==> config.mk <==
export PLATFORM = sky130hd
export DESIGN_NAME = mux81_arbiter
export DESIGN_NICKNAME = d
export VERILOG_FILES = /design/src/rtl/mux81_arbiter_pkg.sv /design/src/rtl/mux81_arb_prio.sv /design/src/rtl/mux81_arbiter.sv
export SDC_FILE = /design/constraint.sdc
export NUM_CORES = 1
export LEC_CHECK = 0
export CAP_MARGIN = 20
export CORE_ASPECT_RATIO = 1.5
export CORE_MARGIN = 10
export CORE_UTILIZATION = 35
export DETAILED_ROUTE_END_ITERATION = 8
export PLACE_DENSITY = 0.57
export SLEW_MARGIN = 20
export SYNTH_ARGS = -nofsm -noshare
export SYNTH_HDL_FRONTEND = slang
export SYNTH_HIERARCHICAL = 1
export SYNTH_SLANG_ARGS = --single-unit
==> constraint.sdc <==
create_clock -name clk -period 3.25 [get_ports clk]
set_input_delay 0.4875 -clock clk [delete_from_list [all_inputs] [get_ports clk]]
set_output_delay 0.4875 -clock clk [all_outputs]
set_load 0.02 [all_outputs]
==> src/rtl/mux81_arbiter_pkg.sv <==
// rtl/mux81_arbiter_pkg.sv - shared state encoding, sizes and one-hot helper for the 8:1 bit-lane arbiter
package mux81_arbiter_pkg;

    localparam int NUM_REQ = 8;
    localparam int SEL_W   = 3;

    typedef enum logic {
        ST_IDLE  = 1'b0,
        ST_GRANT = 1'b1
    } arb_state_t;

    function automatic logic [NUM_REQ-1:0] onehot(input logic [SEL_W-1:0] idx);
        logic [NUM_REQ-1:0] v;
        v      = '0;
        v[idx] = 1'b1;
        return v;
    endfunction

endpackage

==> src/rtl/mux81_arb_prio.sv <==
// rtl/mux81_arb_prio.sv - combinational rotating-priority search starting one past ptr
module mux81_arb_prio
    import mux81_arbiter_pkg::*;
(
    input  logic [NUM_REQ-1:0] req,
    input  logic [SEL_W-1:0]   ptr,
    output logic               found,
    output logic [SEL_W-1:0]   idx
);

    logic [SEL_W-1:0] w_cand;

    // k runs 1..8 so ptr itself is examined last; the 3-bit sum wraps mod 8
    always_comb begin
        found  = 1'b0;
        idx    = ptr;
        w_cand = ptr;
        for (int k = 1; k <= NUM_REQ; k++) begin
            w_cand = ptr + SEL_W'(k);
            if (!found && req[w_cand]) begin
                found = 1'b1;
                idx   = w_cand;
            end
        end
    end

endmodule

==> src/rtl/mux81_arbiter.sv <==
// rtl/mux81_arbiter.sv - round-robin 8:1 bit-lane arbiter with registered grant and sampled data
// Define MUX81_ARB_TIMEOUT_EN to force rotation after HOLD_MAX grant cycles when others wait.
module mux81_arbiter
    import mux81_arbiter_pkg::*;
#(
    parameter int HOLD_MAX = 16
) (
    input  logic         clk,
    input  logic         rst,
    input  logic [7:0]   req,
    input  logic [7:0]   in_word,
    output logic [7:0]   gnt,
    output logic [2:0]   sel,
    output logic         out_bit,
    output logic         out_valid,
    output logic         busy
);

    localparam logic [7:0] HOLD_LIM = 8'(HOLD_MAX - 1);

    arb_state_t         r_state, w_state_nxt;
    logic [NUM_REQ-1:0] r_gnt, w_gnt_nxt;
    logic [SEL_W-1:0]   r_sel, w_sel_nxt;
    logic [SEL_W-1:0]   r_ptr, w_ptr_nxt;
    logic               r_out_bit, r_out_valid;

    logic [NUM_REQ-1:0] w_prio_req;
    logic               w_found;
    logic [SEL_W-1:0]   w_idx;
    logic               w_limit;
    logic               w_keep;
    logic               w_new_grant;

    // While granting, the current owner is masked so the search only finds others;
    // r_ptr equals r_sel here, so the search starts right after the owner.
    assign w_prio_req = (r_state == ST_GRANT) ? (req & ~onehot(r_sel)) : req;

    mux81_arb_prio u_prio (
        .req   (w_prio_req),
        .ptr   (r_ptr),
        .found (w_found),
        .idx   (w_idx)
    );

`ifdef MUX81_ARB_TIMEOUT_EN
    logic [7:0] r_hold;

    assign w_limit = (r_hold >= HOLD_LIM);

    always_ff @(posedge clk) begin
        if (rst) begin
            r_hold <= 8'd0;
        end else if (w_new_grant) begin
            r_hold <= 8'd0;
        end else if (r_state == ST_GRANT && r_hold != 8'hFF) begin
            r_hold <= r_hold + 8'd1;
        end
    end
`else
    // Without the timeout the limit never fires; HOLD_LIM is tied in only to keep it referenced
    assign w_limit = 1'b0 & (|HOLD_LIM);
`endif

    assign w_keep = req[r_sel] && !(w_limit && w_found);

    always_comb begin
        w_state_nxt = r_state;
        w_gnt_nxt   = r_gnt;
        w_sel_nxt   = r_sel;
        w_ptr_nxt   = r_ptr;
        w_new_grant = 1'b0;
        case (r_state)
            ST_IDLE: begin
                if (w_found) begin
                    w_state_nxt = ST_GRANT;
                    w_new_grant = 1'b1;
                end
            end
            ST_GRANT: begin
                if (!w_keep) begin
                    if (w_found) begin
                        w_new_grant = 1'b1;
                    end else begin
                        w_state_nxt = ST_IDLE;
                        w_gnt_nxt   = '0;
                    end
                end
            end
            default: begin
                w_state_nxt = ST_IDLE;
                w_gnt_nxt   = '0;
            end
        endcase
        if (w_new_grant) begin
            w_gnt_nxt = onehot(w_idx);
            w_sel_nxt = w_idx;
            w_ptr_nxt = w_idx;
        end
    end

    always_ff @(posedge clk) begin
        if (rst) begin
            r_state     <= ST_IDLE;
            r_gnt       <= '0;
            r_sel       <= '0;
            r_ptr       <= SEL_W'(NUM_REQ - 1);
            r_out_bit   <= 1'b0;
            r_out_valid <= 1'b0;
        end else begin
            r_state     <= w_state_nxt;
            r_gnt       <= w_gnt_nxt;
            r_sel       <= w_sel_nxt;
            r_ptr       <= w_ptr_nxt;
            r_out_valid <= |r_gnt;
            if (r_state == ST_GRANT) begin
                r_out_bit <= in_word[r_sel];
            end
        end
    end

    assign gnt       = r_gnt;
    assign sel       = r_sel;
    assign out_bit   = r_out_bit;
    assign out_valid = r_out_valid;
    assign busy      = (r_state == ST_GRANT);

endmodule

Yosys cells after proc, flatten, opt, wreduce, memory -nomap -nowiden
Index checks and enable logic that the tools add are counted.
{"block": "word_totals", "ff_bits": 17, "wordCells": 99}
{"block": "classes", "add_sub_neg": 7, "n_lt_le_gt_ge": 12, "eq_ne": 2, "n_mux": 50, "n_bitwise": 3, "reduce_logical": 19}
{"operator": "< comparator 3 x 4 -> 1 bit (second input constant)", "count": 10}
{"operator": "2-to-1 mux 8 bit", "count": 5}
{"operator": "binary-select mux 1 bit (select 3 bit)", "count": 10}
{"operator": "2-to-1 mux 3 bit", "count": 8}
{"operator": "2-to-1 mux 1 bit", "count": 23}
{"operator": "adder 3 bit (second input constant)", "count": 4}
{"operator": "logical AND 1 bit", "count": 9}
{"operator": "AND 8 bit", "count": 1}
{"operator": "NOT 8 bit", "count": 1}
{"operator": "OR reduction 8 bit", "count": 1}
{"operator": "zero test 1 bit", "count": 7}
{"operator": "adder 3 x 2 -> 3 bit (second input constant)", "count": 2}
{"operator": "demux 1 bit (select 3 bit)", "count": 2}
{"operator": ">= comparator 3 x 1 -> 1 bit (second input constant)", "count": 2}
{"operator": "one-hot mux 1 bit (2 select lines)", "count": 2}
{"operator": "adder 3 x 1 -> 3 bit (second input constant)", "count": 1}
{"operator": "AND reduction 3 bit", "count": 1}
{"operator": "inequality test 2 x 1 -> 1 bit (second input constant)", "count": 1}
{"operator": "inequality test 2 bit (second input constant)", "count": 1}
{"operator": "nonzero test 2 bit", "count": 1}
{"operator": "NOT 1 bit", "count": 1}

Depth between registers and ports, before layout
Gate-level depths: netlist of the first run.
{"block": "depth", "depth_word": 36, "depth_mapped": 16}

By module
Netlist of the first run, hierarchy kept.
{"module": "mux81_arbiter", "n_inst": 1, "cells_per_inst": 99, "area_per_inst_um2": 988.4, "seq_area_each_um2": 340.3}
{"module": "mux81_arb_prio", "n_inst": 1, "cells_per_inst": 102, "area_per_inst_um2": 965.9, "seq_area_each_um2": 0.0}

Worst setup path before layout of the first run
OpenSTA, ideal clock, no wires.
{"block": "synth_path", "kind": "reg-to-reg", "from": "reg r_ptr[1]", "to": "reg r_gnt[0] (netlist: gnt[0])", "setup_time_ns": 0.117, "arrival_ns": 3.216, "slack_ns": -0.084, "path_stages_with_launch": 14, "path_buffers": 3, "synth_period_minus_slack_ns": 3.334, "path_cell_list": "dfxtp_1 buf_6 clkbuf_1 inv_1 ha_1 buf_2 mux4_2 mux2i_2 nand2_1 o21ai_0 nor2_1 o32ai_1 nor2_1 a32o_1"}
{"block": "synth_between", "elab_chain_len": 30, "elab_cells_between_ends": 66}
{"item": "from (decl)", "line": "mux81_arbiter.sv:24", "rtl": "logic [SEL_W-1:0] r_ptr, w_ptr_nxt;"}
{"item": "from (signal assigned)", "line": "mux81_arbiter.sv:106", "rtl": "r_ptr <= SEL_W'(NUM_REQ - 1);"}
{"item": "from (signal assigned)", "line": "mux81_arbiter.sv:113", "rtl": "r_ptr <= w_ptr_nxt;"}
{"item": "adder 3 x 1 -> 3 bit", "line": "mux81_arb_prio.sv:19", "rtl": "w_cand = ptr + SEL_W'(k);"}
{"item": "binary-select mux 1 bit (select 3 bit)", "line": "mux81_arb_prio.sv:20", "rtl": "if (!found && req[w_cand]) begin"}
{"item": "2-to-1 mux 1 bit (implied by the code)", "line": "mux81_arb_prio.sv:20"}
{"item": "2-to-1 mux 1 bit", "line": "mux81_arb_prio.sv:20"}
{"item": "zero test 1 bit", "line": "mux81_arb_prio.sv:20"}
{"item": "logical AND 1 bit", "line": "mux81_arb_prio.sv:20"}
{"item": "2-to-1 mux 1 bit", "line": "mux81_arb_prio.sv:20"}
{"item": "zero test 1 bit", "line": "mux81_arb_prio.sv:20"}
{"item": "[15 not listed]"}
{"item": "logical AND 1 bit", "line": "mux81_arb_prio.sv:20"}
{"item": "2-to-1 mux 3 bit *", "line": "mux81_arb_prio.sv:20"}
{"item": "net w_idx[2]", "line": "mux81_arbiter.sv:29", "rtl": "logic [SEL_W-1:0] w_idx;"}
{"item": "< comparator 3 x 4 -> 1 bit (implied by the code) / >= comparator 3 x 1 -> 1 bit (equally long branches)", "line": "mux81_arbiter_pkg.sv:15", "rtl": "v[idx] = 1'b1;"}
{"item": "logical AND 1 bit (implied by the code)", "line": "mux81_arbiter_pkg.sv:15"}
{"item": "2-to-1 mux 1 bit (implied by the code)", "line": "mux81_arbiter_pkg.sv:15"}
{"item": "demux 1 bit (select 3 bit) *", "line": "mux81_arbiter_pkg.sv:15"}
{"item": "2-to-1 mux 8 bit *", "line": "mux81_arbiter.sv:94", "rtl": "if (w_new_grant) begin"}
{"item": "to (signal assigned)", "line": "mux81_arbiter.sv:111", "rtl": "r_gnt <= w_gnt_nxt;"}
{"item": "to (decl)", "line": "mux81_arbiter.sv:22", "rtl": "logic [NUM_REQ-1:0] r_gnt, w_gnt_nxt;"}
The timed path passes the listed nets; every way through them passes the cells marked *. The select of a mux whose other input is x is not followed.
A chain may end at the register's enable or synchronous reset.

Worst setup path after layout of the first run
{"block": "layout_path", "from": "reg r_sel[0] (netlist: sel[0])", "to": "reg r_gnt[4] (netlist: gnt[4])"}
{"block": "layout_between", "elab_chain_len": 36, "elab_cells_between_ends": 69}
{"item": "from (decl)", "line": "mux81_arbiter.sv:23", "rtl": "logic [SEL_W-1:0] r_sel, w_sel_nxt;"}
{"item": "from (signal assigned)", "line": "mux81_arbiter.sv:112", "rtl": "r_sel <= w_sel_nxt;"}
{"item": "< comparator 3 x 4 -> 1 bit (implied by the code) / >= comparator 3 x 1 -> 1 bit (equally long branches)", "line": "mux81_arbiter_pkg.sv:15"}
{"item": "logical AND 1 bit (implied by the code)", "line": "mux81_arbiter_pkg.sv:15"}
{"item": "2-to-1 mux 1 bit (implied by the code)", "line": "mux81_arbiter_pkg.sv:15"}
{"item": "demux 1 bit (select 3 bit) *", "line": "mux81_arbiter_pkg.sv:15"}
{"item": "NOT 8 bit *", "line": "mux81_arbiter.sv:36", "rtl": "assign w_prio_req = (r_state == ST_GRANT) ? (req & ~onehot(r_sel)) : req;"}
{"item": "AND 8 bit *", "line": "mux81_arbiter.sv:36"}
{"item": "2-to-1 mux 8 bit *", "line": "mux81_arbiter.sv:36"}
{"item": "net w_prio_req[4]", "line": "mux81_arbiter.sv:27", "rtl": "logic [NUM_REQ-1:0] w_prio_req;"}
{"item": "[22 not listed]"}
{"item": "logical AND 1 bit", "line": "mux81_arb_prio.sv:20"}
{"item": "2-to-1 mux 3 bit *", "line": "mux81_arb_prio.sv:20"}
{"item": "net w_idx[0]", "line": "mux81_arbiter.sv:29"}
{"item": "< comparator 3 x 4 -> 1 bit (implied by the code) / >= comparator 3 x 1 -> 1 bit (equally long branches)", "line": "mux81_arbiter_pkg.sv:15"}
{"item": "logical AND 1 bit (implied by the code)", "line": "mux81_arbiter_pkg.sv:15"}
{"item": "2-to-1 mux 1 bit (implied by the code)", "line": "mux81_arbiter_pkg.sv:15"}
{"item": "demux 1 bit (select 3 bit) *", "line": "mux81_arbiter_pkg.sv:15"}
{"item": "2-to-1 mux 8 bit *", "line": "mux81_arbiter.sv:94"}
Marks and branches as above.

==> reports/summary.txt, run 1 <==
status: finished, final reports clean
final worst setup slack: 166 ps
largest net degree at the start of global routing: 23
clock latency on the worst-skew pair: 250 ps
min Tclk post-route: 3080 ps
initial core utilization: 0.359
gr usage total: 0.129
CTS H-tree depth: 1
setup slack, reg-to-reg: 170 ps
Final Max Tran Viols: 0
fin cells: 329
headroom to the max-slew limit: 0.511
remaining global-route overflow: 0
Synth warnings: 6
DRT iter0 DRCs: 144
Placed Cells: 322
Synth cell types: 64
ys async rst share: 0
Peak VDD IR: 0.000679 V
crit path kind: reg -> reg
HP Class: reg -> reg
Syn Inst Count: 201
RePlAce Congestion: 0.805
Multi-input gate area: 0.00157 mm²
CTS tree: yes
final antenna-violating net count: 0
DRC viols: 0
pwr dens: 1180 mW/mm²
r2r worst-path depth: 10
Vias: 1901
CP arrival: 3230 ps
Ports: 32
share of layout cells above drive strength 1: 0.336
Max Root-Sink Buffers: 2
Final Hold Vio Count: 0
setup TNS: 0 ps
Final HPWL DP: 4470 µm
Reg-to-Reg End: gnt[4]
Diodes inserted: 0
DR vias/cell: 5.78
Die ar.: 0.00903 mm²
met2 wire length: 2990 µm
DP Worst Slack: -129 ps
DRT Wirelength: 5770 µm
slew at the pin with the worst max-slew slack: 733 ps
Seq cells post-synth: 17
Fillers: 539
Worst Path Required: 3400 ps
wl on met1: 2450 µm
Tcrit/Tclk final: 0.949
startpoint types: flop
highest routed layer: met4
CTS Buf Count: 3
register area: 345 µm²
Final setup viols: 0
IO Port Bufs: 31
commonest non-fill, non-tap cell in the layout: buf_4
Mapped Area: 0.00195 mm²
CORE AREA: 0.00545 mm²
Die Width: 81.0 µm
num rows: 33
main flop type after synthesis: dfxtp_1
Worst Setup SP: sel[0]
reg2reg start: sel[0]
Max Cap Viol: 0
Final nets: 280
CP endpoint kind: flop
EDFF count, synth: 0
Lkg Pwr: 1.02 nW
initial antenna violation count: 0
clk_skew: 2.61 ps
most frequent cells in the layout: buf_4 (35), clkdlybuf4s50_1 (31), nand2_1 (16), nor2_1 (14), dfxtp_1 (13)
part of the Yosys area used for sequential elements: 0.174
CTS Sinks: 17
syn_nets: 221
clock root cell: clkbuf_8
first-pass GRT wire length: 9670 µm
Layout area overhead: 36.1%
Chip Height: 112 µm
met3 WL: 166 µm
DR WL/cell: 17.5 µm
crit path to: gnt[4]
CTS clk-pin slew, worst paths: 70 ps
RSZ-0062 raised after global routing: false
drt pass-1 iters: 4
Mapped Avg Cell Area: 9.72 µm²
worst-path maximum fanout: 7
vias in the first global route: 1931
maximum clock rate: 324 MHz
==> flip-flops by register name, summed over array words and instances, names as in the netlist <==
name / flops
r_ptr: 3
out_valid: 1
out_bit: 1
busy: 1
sel: 3
gnt: 8
==> synthesized netlist by cell type (2+ instances only) <==
master | number | area, µm²
mux2_2 | 5 | 56.3
mux2i_4 | 2 | 45.0
nand3_1 | 4 | 20.0
nor2_1 | 14 | 52.6
xnor2_1 | 2 | 17.5
mux2i_2 | 2 | 27.5
a32o_1 | 8 | 80.1
nor2b_1 | 4 | 25.0
mux4_2 | 11 | 248
a32oi_1 | 2 | 17.5
mux2_4 | 2 | 30.0
nand2b_1 | 4 | 25.0
a211oi_1 | 2 | 15.0
o311ai_1 | 3 | 26.3
ha_1 | 2 | 25.0
dfxtp_1 | 17 | 340
inv_1 | 6 | 22.5
o21ai_0 | 5 | 25.0
a31oi_1 | 2 | 12.5
mux4_1 | 3 | 78.8
inv_2 | 2 | 7.51
nand2_1 | 17 | 63.8
nor4_1 | 2 | 12.5
o31a_1 | 6 | 52.6
mux2i_1 | 10 | 100
o21a_1 | 4 | 30.0
a211o_1 | 4 | 35.0
a21oi_1 | 8 | 40.0
clkbuf_1 | 3 | 11.3
buf_6 | 2 | 22.5
o22ai_1 | 2 | 12.5
a221oi_1 | 3 | 26.3
buf_2 | 6 | 30.0
xor2_1 | 2 | 17.5
==> kinds of logic after synthesis <==
family,count (synthesis),synth area share
AO/OA/AOI/OAI,68,0.297
XOR/XNOR,4,0.0179
AND/OR/NAND/NOR,53,0.139
buffers and inverters,21,0.0538
adder cells (fa/ha/maj),2,0.0128
flip-flops,17,0.174
multiplexers,36,0.305
==> metrics by stage <==
step           area (µm²)  total power, W  utilization  hold WS, ps
4_1_cts              2580         0.00304        0.474          510
3_3_place_gp         2540         0.00287        0.466          483
6_report             2660         0.00315        0.488          510
3_5_place_dp         2540         0.00287        0.466          492
2_1_floorplan        1970         0.00209            -          430
5_1_grt              2660         0.00340        0.488          538
==> how the worst min path moves through the flow <==
stage	startpoint	to	slack, ps	cells past startpoint
finish	out_bit	out_bit	510	2
global route	gnt[0]	gnt[0]	540	1
CTS	out_bit	out_bit	510	2
detailed placement	gnt[5]	gnt[5]	490	1
global placement	out_bit	out_bit	480	2
floorplan	r_ptr[2]	r_ptr[2]	430	1
==> per-layer routing <==
layer | track usage | vias up
met5 | 0 | -
met4 | 0.0406 | 0
met3 | 0.0233 | 14
met2 | 0.216 | 32
met1 | 0.159 | 925
li1 | - | 930
==> area by class of cell <==
cell class	instances	area share
tap	70	0.0329
inverter	9	0.0127
multi-input combinational	163	0.592
timing repair buffer	66	0.215
clock buffer	3	0.0155
sequential	17	0.130
clock inverter	1	0.00188
==> power by group <==
part / switching [W] / internal (W) / total, W
sequential: 0.0000812 / 0.000280 / 0.000361
clock: 0.0000746 / 0.0000851 / 0.000160
combinational: 0.00134 / 0.00129 / 0.00263
total: 0.00150 / 0.00166 / 0.00315
==> critical path: stages (launching register included) <==
cell and delay [ps]:
dfxtp_2 350, buf_4 170, o31a_1 370, mux4_2 630, mux2_2 320, o21ai_0 230, o311ai_2 160, xnor2_1 260
buf_4 190, inv_1 70, a32o_1 220
==> timing repair <==
action / 4_1_cts / 5_1_grt
setup endpoints to repair: 0 / 15
resized for setup: 0 / 15
buffers inserted: 0 / 3
hold buffers: 0 / 0
(Power assumes the default switching activity.)
==> inputs of run 2 (changes only) <==
- PLACE_DENSITY: 0.57 -> 0.55
- SKIP_CTS_REPAIR_TIMING: not set -> 1
- clock period: 3.25 -> 3.5 ns (I/O delays scaled with it)
==> run 2 against run 1 <==
Combinational power is 14% lower. Count of clock-buffer cells in the layout is 1 higher. Die area stayed put. Final cell count is 3.0% lower. First-iteration DRC count is 26% lower. Routed wire length is 1.9% lower. Flip-flop and latch count stayed put. Clock power is 10% lower. Total power is 14% lower. Largest cell class unchanged. Largest power group unchanged.
==> reports/summary.txt, run 2 (synthesized netlist as in run 1, its figures left out) <==
status: finished, final reports clean
Fillers: 558 (+3.5%)
CORE AREA: 0.00545 mm² (unchanged)
clock root cell: clkbuf_8
DRT Wirelength: 5650 µm (-1.9%)
CP arrival: 3360 ps (+130 ps)
Die ar.: 0.00903 mm² (unchanged)
Max Root-Sink Buffers: 2 (unchanged)
Vias: 1877 (-1.3%)
Final nets: 270 (-3.6%)
overall power: 0.00271 W (-14%)
CP endpoint kind: flop
Diodes inserted: 0 (unchanged)
IO Port Bufs: 31 (unchanged)
DR vias/cell: 5.88 (+1.8%)
DRC viols: 0 (unchanged)
Placed Cells: 315 (-2.2%)
CTS Sinks: 17 (unchanged)
final worst setup slack: 292 ps (+125 ps)
initial core utilization: 0.359 (unchanged)
Final setup viols: 0 (unchanged)
HP Class: reg -> reg
maximum clock rate: 312 MHz
CP cell instances: clkdlybuf4s50_1 -> o31a_1 -> mux4_1 -> mux2i_4 -> nand4b_4 -> o311ai_2 -> xnor2_1 -> nand2_1 -> nor2_1 -> mux2i_1 -> o311ai_1
Ports: 32 (unchanged)
crit path kind: in -> reg
startpoint types: input port
drt pass-1 iters: 4 (unchanged)
most frequent cells in the layout: clkdlybuf4s50_1 (31), buf_4 (25), nand2_1 (17), dfxtp_1 (16), nor2_1 (14)
CTS tree: yes
num rows: 33 (unchanged)
headroom to the max-slew limit: 0.617 (+0.106)
clock latency on the worst-skew pair: 250 ps (about the same)
Chip Height: 112 µm (unchanged)
Peak VDD IR: 0.000672 V (-1.1%)
Tcrit/Tclk final: 0.917
setup TNS: 0 ps (unchanged)
min Tclk post-route: 3210 ps
commonest non-fill, non-tap cell in the layout: clkdlybuf4s50_1
CTS Buf Count: 3 (unchanged)
r2r worst-path depth: 11 (+1)
share of layout cells above drive strength 1: 0.257 (-0.0789)
Multi-input gate area: 0.00151 mm² (-4.0%)
DR WL/cell: 17.7 µm (+1.1%)
RePlAce Congestion: 0.843 (+4.7%)
gr usage total: 0.125 (-0.00355)
worst-path maximum fanout: 7 (unchanged)
CTS clk-pin slew, worst paths: 60 ps (about the same)
fin cells: 319 (-3.0%)
Max stage delay on crit path: 700 ps (+70 ps)
final antenna-violating net count: 0 (unchanged)
Final Max Tran Viols: 0 (unchanged)
placed instance area: 0.00247 mm² (-2.7%)
clk_skew: 1.40 ps (-1.21 ps)
Lkg Pwr: 0.959 nW (-6.1%)
pwr dens: 1080 mW/mm² (-9.1%)
first-pass GRT wire length: 9390 µm (-2.9%)
register area: 342 µm² (-1.1%)
fin area: 0.00252 mm² (-5.4%)
Final HPWL DP: 4600 µm (+2.9%)
Worst Path Required: 3650 ps (+250 ps)
largest net degree at the start of global routing: 23 (unchanged)
remaining global-route overflow: 0 (unchanged)
vias in the first global route: 1890 (-2.1%)
DRT iter0 DRCs: 107 (-26%)
Layout area overhead: 28.8%
initial antenna violation count: 0 (unchanged)
slew at the pin with the worst max-slew slack: 571 ps (-162 ps)
Die Width: 81.0 µm (unchanged)
max reg flops: 8 (unchanged)
CTS H-tree depth: 1 (unchanged)
CP max stage cell: mux4_1
RSZ-0062 raised after global routing: false
Final Hold Vio Count: 0 (unchanged)
DP Worst Slack: 60.2 ps (+189 ps)
Hold Path Depth: 1 (-1)
Max Cap Viol: 0 (unchanged)
run 2: cell count changes in the layout (fill, tap and decap cells not counted), moves of 2 or more:
cell | before | now
a221oi_1 | 1 | 3
dfxtp_1 | 13 | 16
dfxtp_2 | 4 | 1
a221oi_2 | 2 | 0
buf_4 | 35 | 25
run 2: report_power, final:
| group | internal, W | switching (W) | total [W] |
|---|---|---|---|
| Clock | 0.0000807 | 0.0000631 | 0.000144 |
| Combinational | 0.00107 | 0.00118 | 0.00225 |
| Sequential | 0.000258 | 0.0000629 | 0.000321 |
run 2: critical path: cells and delay by family:
family | cells | cell delay (ps)
mux | 3 | 1070
compound gates | 3 | 580
simple gates | 3 | 440
buf+inv | 1 | 440
xor+xnor | 1 | 280
run 2: layer usage:
| layer | up-vias | GRT usage | share of wire |
|---|---|---|---|
| met5 | - | 0 | 0 |
| met4 | 0 | 0.0336 | 0.021 |
| met3 | 13 | 0.0209 | 0.036 |
| met2 | 45 | 0.225 | 0.55 |
| met1 | 911 | 0.144 | 0.40 |
| li1 | 908 | - | - |
run 2: area by class of cell:
type / instances / share of cell area
Sequential cell: 17 / 0.136
Multi-Input combinational cell: 163 / 0.600
Inverter: 9 / 0.0134
Clock buffer: 4 / 0.0179
Timing Repair Buffer: 56 / 0.198
Tap cell: 70 / 0.0348
run 2: metrics by stage:
step / utilization / hold slack [ps]
2_1_floorplan: - / 430
3_3_place_gp: 0.453 / 487
3_5_place_dp: 0.453 / 486
4_1_cts: 0.461 / 506
5_1_grt: 0.462 / 529
6_report: 0.462 / 506
run 2: path summary, 6_finish.rpt:
check / slack (ps) / to / startpoint
worst min-delay path: 510 / gnt[4] / gnt[4]
worst max-delay path: 290 / sel[0] / req[0]
worst max register to register: 310 / sel[0] / sel[0]
worst min register to register: 510 / gnt[4] / gnt[4]
==> inputs of run 3 (changes only) <==
- PLACE_DENSITY: 0.55 -> 0.56
==> run 3 against run 2 <==
Register-to-register slack worse by 96 ps. Sequential power up 4%. Final cell count down 1.6%.
==> reports/summary.txt, run 3 (synthesized netlist as in run 1, its figures left out) <==
Die ar.: 0.00903 mm² (unchanged)
CP endpoint kind: flop
Chip Height: 112 µm (unchanged)
final antenna-violating net count: 0 (unchanged)
slew at the pin with the worst max-slew slack: 720 ps (+149 ps)
Die Width: 81.0 µm (unchanged)
min Tclk post-route: 3290 ps (+77.6 ps)
CTS Buf Count: 3 (unchanged)
met2 wire length: 3220 µm (+3.9%)
largest net degree at the start of global routing: 23 (unchanged)
setup TNS: 0 ps (unchanged)
CTS tree: yes
crit path kind: reg -> reg
Final HPWL DP: 4510 µm (-1.8%)
commonest non-fill, non-tap cell in the layout: clkdlybuf4s50_1
final worst setup slack: 214 ps (-77.6 ps)
met3 WL: 168 µm (-16%)
headroom to the max-slew limit: 0.516 (-0.100)
Final nets: 265 (-1.9%)
share of layout cells above drive strength 1: 0.250 (-0.00703)
Max Cap Viol: 0 (unchanged)
reg2reg start: sel[2]
first-pass GRT wire length: 9940 µm (+5.8%)
wl on met1: 2440 µm (+9.1%)
DR WL/cell: 18.7 µm (+5.4%)
DP Worst Slack: 47.0 ps (-13.2 ps)
crit path to: gnt[2]
CP arrival: 3480 ps (+120 ps)
Ports: 32 (unchanged)
Layout area overhead: 27.5%
max reg flops: 8 (unchanged)
clock latency on the worst-skew pair: 250 ps (about the same)
Final Max Tran Viols: 0 (unchanged)
maximum clock rate: 304 MHz (-2.4%)
register area: 342 µm² (unchanged)
Worst Path Required: 3700 ps (+50 ps)
Multi-input gate area: 0.00152 mm² (+0.66%)
remaining global-route overflow: 0 (unchanged)
clock root cell: clkbuf_8
status: finished, final reports clean
CORE AREA: 0.00545 mm² (unchanged)
startpoint types: flop
CTS Sinks: 17 (unchanged)
r2r worst-path depth: 11 (unchanged)
setup slack, reg-to-reg: 210 ps (-100 ps)
Worst Setup SP: sel[2]
Max Root-Sink Buffers: 2 (unchanged)
CTS H-tree depth: 1 (unchanged)
gr usage total: 0.132 (+0.00686)
num rows: 33 (unchanged)
pwr dens: 1110 mW/mm² (+3.3%)
Diodes inserted: 0 (unchanged)
IO Port Bufs: 31 (unchanged)
Tcrit/Tclk final: 0.939 (+0.0222)
highest routed layer: met4
CTS clk-pin slew, worst paths: 70 ps (about the same)
worst-path maximum fanout: 8 (+1)
final hold slack: 511 ps (+4.84 ps)
Lkg Pwr: 0.941 nW (-1.9%)
vias in the first global route: 1919 (+1.5%)
RSZ-0062 raised after global routing: false
Vias: 1875 (-0.11%)
most frequent cells in the layout: clkdlybuf4s50_1 (31), buf_4 (20), nand2_1 (17), dfxtp_1 (16), nor2_1 (14)
clk_skew: 1.82 ps (+0.419 ps)
initial core utilization: 0.359 (unchanged)
DRT iter0 DRCs: 151 (+41%)
Final Hold Vio Count: 0 (unchanged)
final design utilization: 0.457 (-0.00482)
RePlAce Congestion: 0.830 (-1.4%)
drt pass-1 iters: 4 (unchanged)
initial antenna violation count: 0 (unchanged)
Peak VDD IR: 0.000736 V (+9.6%)
DRT Wirelength: 5870 µm (+3.8%)
Final setup viols: 0 (unchanged)
Fillers: 548 (-1.8%)
Reg-to-Reg End: gnt[2]
HP Class: reg -> reg
DR vias/cell: 5.97 (+1.5%)
DRC viols: 0 (unchanged)
run 3: cell types whose count changed in the layout (fill, tap and decap cells not counted), sizes merged:
cell	delta
buf	-5
clkinv	+1
clkbuf	-1
run 3: cell type report:
class | instances | share of cell area
repair buffers | 51 | 0.185
well taps | 70 | 0.0352
clock inverters | 1 | 0.00201
clock buffers | 3 | 0.0166
flip-flops and latches | 17 | 0.137
inverters | 9 | 0.0136
multi-input cells | 163 | 0.611
run 3: worst min-delay path by stage:
| stage | start | end | cells past startpoint |
|---|---|---|---|
| CTS | out_bit | out_bit | 2 |
| floorplan | r_ptr[2] | r_ptr[2] | 1 |
| global route | gnt[1] | gnt[1] | 1 |
| detailed placement | gnt[1] | gnt[1] | 1 |
| global placement | out_bit | out_bit | 2 |
| finish | out_bit | out_bit | 2 |
run 3: through the flow:
stage	cell area, µm²	total power [W]	std cells
floorplan	1950	0.00191	201
global placement	2430	0.00256	310
detailed placement	2430	0.00256	310
CTS	2480	0.00272	314
global route	2490	0.00300	314
finish	2490	0.00277	314
run 3: metal layers:
layer | up-vias | track usage
li1 | 904 | -
met1 | 936 | 0.164
met2 | 31 | 0.232
met3 | 4 | 0.0145
met4 | 0 | 0.0301
met5 | - | 0
run 3: critical path, cell delays in order (launching register included):
cell and delay [ps]:
dfxtp_1 490, inv_2 60, o31a_1 380, mux4_2 570
mux2i_1 370, nor2b_1 260, a211oi_1 120, o21a_1 180
o22ai_1 230, nand2_1 120, a21oi_2 240, a32o_1 200
run 3: power by group:
| part | switching (W) | internal (W) |
|---|---|---|
| logic | 0.00119 | 0.00109 |
| registers | 0.0000773 | 0.000258 |
| clock network | 0.0000690 | 0.0000790 |
